===== config.mk =====
export PLATFORM = sky130hd
export DESIGN_NAME = time_keeper
export DESIGN_NICKNAME = d
export VERILOG_FILES = /design/src/rtl/time_keeper.sv
export SDC_FILE = /design/constraint.sdc
export NUM_CORES = 1
export LEC_CHECK = 0
export ABC_AREA = 1
export BUFFER_PORTS_ARGS = -buffer_cell sky130_fd_sc_hd__buf_4
export CAP_MARGIN = 40
export CORE_MARGIN = 3
export CORE_UTILIZATION = 63
export DETAILED_ROUTE_END_ITERATION = 10
export HOLD_SLACK_MARGIN = 0.06
export PLACE_DENSITY = 0.94
export SYNTH_ARGS = -nofsm -noshare
export SYNTH_HDL_FRONTEND = slang
export SYNTH_SLANG_ARGS = --single-unit

===== constraint.sdc =====
create_clock -name clk -period 6.4 [get_ports clk]
set_input_delay 0.32 -clock clk [delete_from_list [all_inputs] [get_ports clk]]
set_output_delay 0.32 -clock clk [all_outputs]
set_load 0.02 [all_outputs]

===== src/rtl/time_keeper.sv =====
//------------------------------------------------------------------------------
// Module   : time_keeper
// Purpose  : Time-of-day (hh:mm:ss), date (month/day) and alarm (hh:mm)
//            keeper driven by the mode generator's mode1/mode2/increase.
//            Time advances once per CLK_PER_SEC cycles, fields are bumped one
//            step per increase pulse, and alarm_ring is raised for RING_SECS
//            seconds when the running time hits an armed alarm.
// Ports    : clk        - system clock, rising edge
//            reset_n    - asynchronous active-low reset
//            mode1      - major mode (TIME=0, DATE=1, TIMER=2, ALARM=3)
//            mode2      - minor mode (G=0, HOUR/MON=1, MIN/DAY=2, SEC=3)
//            increase   - one-cycle adjust pulse
//            hour/min/sec, month/day, alarm_hour/alarm_min - current values
//            alarm_ring - alarm active level
// Revision : 1.0 - initial release
//------------------------------------------------------------------------------
`default_nettype none

module time_keeper #(
  parameter int CLK_PER_SEC = 100,
  parameter int RING_SECS   = 10
) (
  input  logic       clk,
  input  logic       reset_n,
  input  logic [1:0] mode1,
  input  logic [1:0] mode2,
  input  logic       increase,
  output logic [4:0] hour,
  output logic [5:0] min,
  output logic [5:0] sec,
  output logic [3:0] month,
  output logic [4:0] day,
  output logic [4:0] alarm_hour,
  output logic [5:0] alarm_min,
  output logic       alarm_ring
);

  localparam logic [1:0] M1_TIME  = 2'd0;
  localparam logic [1:0] M1_DATE  = 2'd1;
  localparam logic [1:0] M1_ALARM = 2'd3;

  localparam logic [1:0] M2_G    = 2'd0;
  localparam logic [1:0] M2_HOUR = 2'd1;
  localparam logic [1:0] M2_MIN  = 2'd2;
  localparam logic [1:0] M2_SEC  = 2'd3;
  localparam logic [1:0] M2_MON  = 2'd1;
  localparam logic [1:0] M2_DAY  = 2'd2;

  localparam int PW = (CLK_PER_SEC > 1) ? $clog2(CLK_PER_SEC) : 1;
  localparam logic [PW-1:0] PRE_MAX = PW'(CLK_PER_SEC - 1);
  localparam int RW = (RING_SECS > 1) ? $clog2(RING_SECS) : 1;
  localparam logic [RW-1:0] RING_LAST = RW'(RING_SECS - 1);

  typedef enum logic [0:0] {
    ST_IDLE    = 1'b0,
    ST_RINGING = 1'b1
  } ring_state_t;

  function automatic logic [4:0] days_in_month(input logic [3:0] m);
    logic [4:0] d;
    case (m)
      4'd2:                     d = 5'd28;
      4'd4, 4'd6, 4'd9, 4'd11:  d = 5'd30;
      default:                  d = 5'd31;
    endcase
    return d;
  endfunction

  logic [PW-1:0] prescaler;
  logic          armed;
  logic [1:0]    prev_mode1;
  ring_state_t   state;
  logic [RW-1:0] ring_cnt;

  logic          freeze;
  logic          tick;
  logic          date_inc;
  logic          midnight;
  logic          ring_match;
  logic [4:0]    n_hour;
  logic [5:0]    n_min;
  logic [5:0]    n_sec;
  logic [3:0]    n_month;
  logic [4:0]    n_day;
  logic [4:0]    n_alarm_hour;
  logic [5:0]    n_alarm_min;
  logic          n_armed;

  always_comb begin
    freeze   = (mode1 == M1_TIME) && (mode2 != M2_G);
    tick     = !freeze && (prescaler == PRE_MAX);
    date_inc = increase && (mode1 == M1_DATE) &&
               ((mode2 == M2_MON) || (mode2 == M2_DAY));
    midnight     = 1'b0;
    n_hour       = hour;
    n_min        = min;
    n_sec        = sec;
    n_month      = month;
    n_day        = day;
    n_alarm_hour = alarm_hour;
    n_alarm_min  = alarm_min;
    n_armed      = armed;

    // Seconds carry chain
    if (tick) begin
      if (sec == 6'd59) begin
        n_sec = 6'd0;
        if (min == 6'd59) begin
          n_min = 6'd0;
          if (hour == 5'd23) begin
            n_hour   = 5'd0;
            midnight = 1'b1;
          end else begin
            n_hour = hour + 5'd1;
          end
        end else begin
          n_min = min + 6'd1;
        end
      end else begin
        n_sec = sec + 6'd1;
      end
    end

    // A date adjustment in the same cycle overrides the midnight date carry
    if (midnight && !date_inc) begin
      if (day == days_in_month(month)) begin
        n_day   = 5'd1;
        n_month = (month == 4'd12) ? 4'd1 : month + 4'd1;
      end else begin
        n_day = day + 5'd1;
      end
    end

    // Single-field adjust, wrapping within the field, never carrying.
    // Time fields cannot collide with a tick: adjusting them freezes time.
    if (increase) begin
      case (mode1)
        M1_TIME: begin
          case (mode2)
            M2_HOUR: n_hour = (hour == 5'd23) ? 5'd0 : hour + 5'd1;
            M2_MIN:  n_min  = (min == 6'd59) ? 6'd0 : min + 6'd1;
            M2_SEC:  n_sec  = (sec == 6'd59) ? 6'd0 : sec + 6'd1;
            default: ;
          endcase
        end
        M1_DATE: begin
          case (mode2)
            M2_MON: begin
              n_month = (month == 4'd12) ? 4'd1 : month + 4'd1;
              if (day > days_in_month(n_month)) begin
                n_day = days_in_month(n_month);
              end
            end
            M2_DAY:  n_day = (day == days_in_month(month)) ? 5'd1 : day + 5'd1;
            default: ;
          endcase
        end
        M1_ALARM: begin
          case (mode2)
            M2_HOUR: begin
              n_alarm_hour = (alarm_hour == 5'd23) ? 5'd0 : alarm_hour + 5'd1;
              n_armed      = 1'b1;
            end
            M2_MIN: begin
              n_alarm_min = (alarm_min == 6'd59) ? 6'd0 : alarm_min + 6'd1;
              n_armed     = 1'b1;
            end
            default: ;
          endcase
        end
        default: ;
      endcase
    end

    // Match is judged against the values that will be visible after this edge
    ring_match = tick && n_armed && (n_hour == n_alarm_hour) &&
                 (n_min == n_alarm_min) && (n_sec == 6'd0);
  end

  always_ff @(posedge clk or negedge reset_n) begin
    if (!reset_n) begin
      prescaler  <= '0;
      hour       <= 5'd0;
      min        <= 6'd0;
      sec        <= 6'd0;
      month      <= 4'd1;
      day        <= 5'd1;
      alarm_hour <= 5'd0;
      alarm_min  <= 6'd0;
      armed      <= 1'b0;
      prev_mode1 <= M1_TIME;
      state      <= ST_IDLE;
      ring_cnt   <= '0;
      alarm_ring <= 1'b0;
    end else begin
      if (freeze || tick) begin
        prescaler <= '0;
      end else begin
        prescaler <= prescaler + 1'b1;
      end
      hour       <= n_hour;
      min        <= n_min;
      sec        <= n_sec;
      month      <= n_month;
      day        <= n_day;
      alarm_hour <= n_alarm_hour;
      alarm_min  <= n_alarm_min;
      armed      <= n_armed;
      prev_mode1 <= mode1;

      case (state)
        ST_IDLE: begin
          if (ring_match) begin
            state      <= ST_RINGING;
            alarm_ring <= 1'b1;
            ring_cnt   <= '0;
          end
        end
        ST_RINGING: begin
          if (mode1 != prev_mode1) begin
            state      <= ST_IDLE;
            alarm_ring <= 1'b0;
          end else if (tick) begin
            if (ring_cnt == RING_LAST) begin
              state      <= ST_IDLE;
              alarm_ring <= 1'b0;
            end else begin
              ring_cnt <= ring_cnt + 1'b1;
            end
          end
        end
        default: begin
          state      <= ST_IDLE;
          alarm_ring <= 1'b0;
        end
      endcase
    end
  end

endmodule

`default_nettype wire


==> metrics.yaml <==
outcome: "finished, final reports clean"
fin_skew_ns: 0.00801
fmax_mhz: 369
synth.area.top_cells: "dfrtp_1 (35%), nand2_1 (13%), nand3_1 (8.5%), inv_1 (7.4%), ha_1 (7.3%)"
crit_required_ns: 6.63
p_comb_frac: 0.456
via_per_inst: 5.63
crit_path_end_kind: "flip-flop"
nets: 570
drc: 0
synth_ff_type: "dfrtp_1"
portBuffers: 44
ctsHoldBuffers: 0
syn_area_per_cell_um2: 7.32
timing.final.crit_share: 0.423
die-area_um2: 6660
synthesis.nets: 520
clkPwrFrac: 0.165
synth_seq_area_share: 0.369
reg2regPathDepth: 15
syn-cell-area_um2: 3600
core_area_um2: 5300
drt_iter0_markers: 210
ys.warnings.count: 0
num_antenna_cells: 0
antenna_found_initial: 0
h-tree-depth: 2
setup_ws_ns: 3.69
synth_cell_types: 36
switching_share: 0.437
synth-edff-count: 0
cp_max_fo: 9
cap_violations: 0
sequentialPowerShare: 0.378
std_cell_rows: 26
tightestPinTransition_ns: 0.684
place_congestion: 0.937
numCtsBuffers: 5
drt_first_pass_iters: 4
crit_arrival_ns: 2.94
ir_drop_mv: 0.224
period_minus_slack_ns: 2.71
cts_setup_buffers: 0
yosys.area.top_type_share: 0.354
clock-sinks: 53
wire_per_inst_um: 13.9
vias: 3446
post_cts_resized: 0
rsz0062_at_grt: "no"
dp_hpwl_um: 6400
cell_internal_pwr_w: 0.000765
grt_pass1_wl_um: 14600
synth_common_cells: "nand2_1 (125), inv_1 (71), nand3_1 (61)"
start_util: 0.680
clockRootBuffer: "clkbuf_8"
overflow: 0
grt_pass1_vias: 3280
hold_viol: 0
grt_use_total: 0.276
syn_to_final_growth_pct: 14.3
worst-setup-path-type: "flip-flop to flip-flop"
async_flop_share: 1.00
drv_slew: 0
start_kind: "flip-flop"
synth_top_cell_by_area: "dfrtp_1"
ant_nets: 0
switching_power_w: 0.000594
drt-total-wl_um: 8510
ys_ff_latch: 53
powerDensity_nw_per_um2: 330
yosysMostFrequentCell: "nand2_1"
relSlewSlack: 0.544
fp.dieH_um: 81.6
cts_tree: "done"
clkTransAtPathRegs_ns: 0.10
leakage_nw: 2.21
setup_violations: 0
place_ws_ns: 3.74
tns_ns: 0
cts.path.max_buffers: 2
clk_latency_ns: 0.31
grt_max_degree: 54
drive_above_1_share: 0.179
ios: 45
fp.dieW_um: 81.6
syn-instance-count: 492
hold_path_class: "input port to asynchronous set/reset pin"
## cells by family (layout without fill, tap and decap cells)
logic type	count (synthesis)	count (layout)	synth area share
AO/OA/AOI/OAI	61	61	0.0979
adder cells (fa/ha/maj)	21	21	0.0729
flip-flops	53	53	0.369
buffers and inverters	79	129	0.0826
AND/OR/NAND/NOR	270	270	0.358
XOR/XNOR	8	8	0.0194
## power by group through the flow
stage	Clock, W	Sequential, W	Combinational (W)
2_1_floorplan	0	0.000576	0.000338
5_1_grt	0.000238	0.000527	0.000698
4_1_cts	0.000224	0.000511	0.000619
3_5_place_dp	0	0.000517	0.000613
3_3_place_gp	0	0.000512	0.000586
6_report	0.000225	0.000514	0.000621
## layer usage
| metal | vias to the layer above | wire [µm] | GRT usage |
|---|---|---|---|
| met3 | 20 | 419 | 0.0461 |
| met1 | 1642 | 3580 | 0.346 |
| met2 | 95 | 4370 | 0.487 |
| li1 | 1689 | - | - |
| met4 | 0 | 142 | 0.0847 |
| met5 | - | 0 | 0 |
## cells in the final DEF, fill, tap and decap left out, types with 5 or more instances in the layout
cell,count
nand3_1,61
clkbuf_8,5
o21ai_0,28
inv_2,7
xor2_1,8
nand2_1,125
ha_1,21
nor2_1,35
or2_2,5
nand2_2,10
a21oi_1,18
inv_1,71
dfrtp_1,51
nor2_2,5
buf_4,44
## critical path, cell delays in order (launching register included)
cell,delay [ns]
dfstp_2,0.62
inv_1,0.09
ha_1,0.24
o21ai_0,0.17
nand2_1,0.12
nand3_1,0.09
inv_1,0.07
ha_1,0.30
inv_1,0.04
nor2_1,0.07
o21ai_0,0.09
a21oi_1,0.26
inv_1,0.14
nand2_1,0.09
o211ai_1,0.08
a22oi_1,0.16
## registers in the layout, summed over array words and instances (netlist names)
name / count
sec: 6
alarm_ring: 1
month: 4
prev_mode1: 2
alarm_hour: 5
armed: 1
min: 6
day: 5
state: 1
hour: 5
prescaler: 7
alarm_min: 6
ring_cnt: 4
## area by class of cell
type | instances | area (µm²)
clock inverters | 2 | 35.0
inverters | 78 | 293
fillers | 386 | 1180
well taps | 70 | 87.6
repair buffers | 44 | 330
flip-flops and latches | 53 | 1330
clock buffers | 5 | 68.8
multi-input cells | 360 | 1980
## path summary, 6_finish.rpt
check,start,to,slack [ns]
max reg2reg,month[0],day[0],3.69
max in group asynchronous,reset_n,hour[0],5.90
min reg2reg,prescaler[0],prescaler[0],0.46
max,month[0],day[0],3.69
min in group clk,mode1[0],prev_mode1[0],0.20
min,reset_n,prescaler[4],0.03
## metrics by stage
stage	instances	hold slack, ns	cell area (µm²)	total power (W)	util
after global placement	605	0.398	4020	0.00110	0.757
after CTS	612	0.0731	4120	0.00135	0.777
after detailed placement	605	0.406	4020	0.00113	0.757
after floorplan	492	0.0244	3600	0.000913	-
after global routing	612	0.0762	4120	0.00146	0.777
final	612	0.0331	4120	0.00136	0.777
Power figures use the tool's default switching activity.
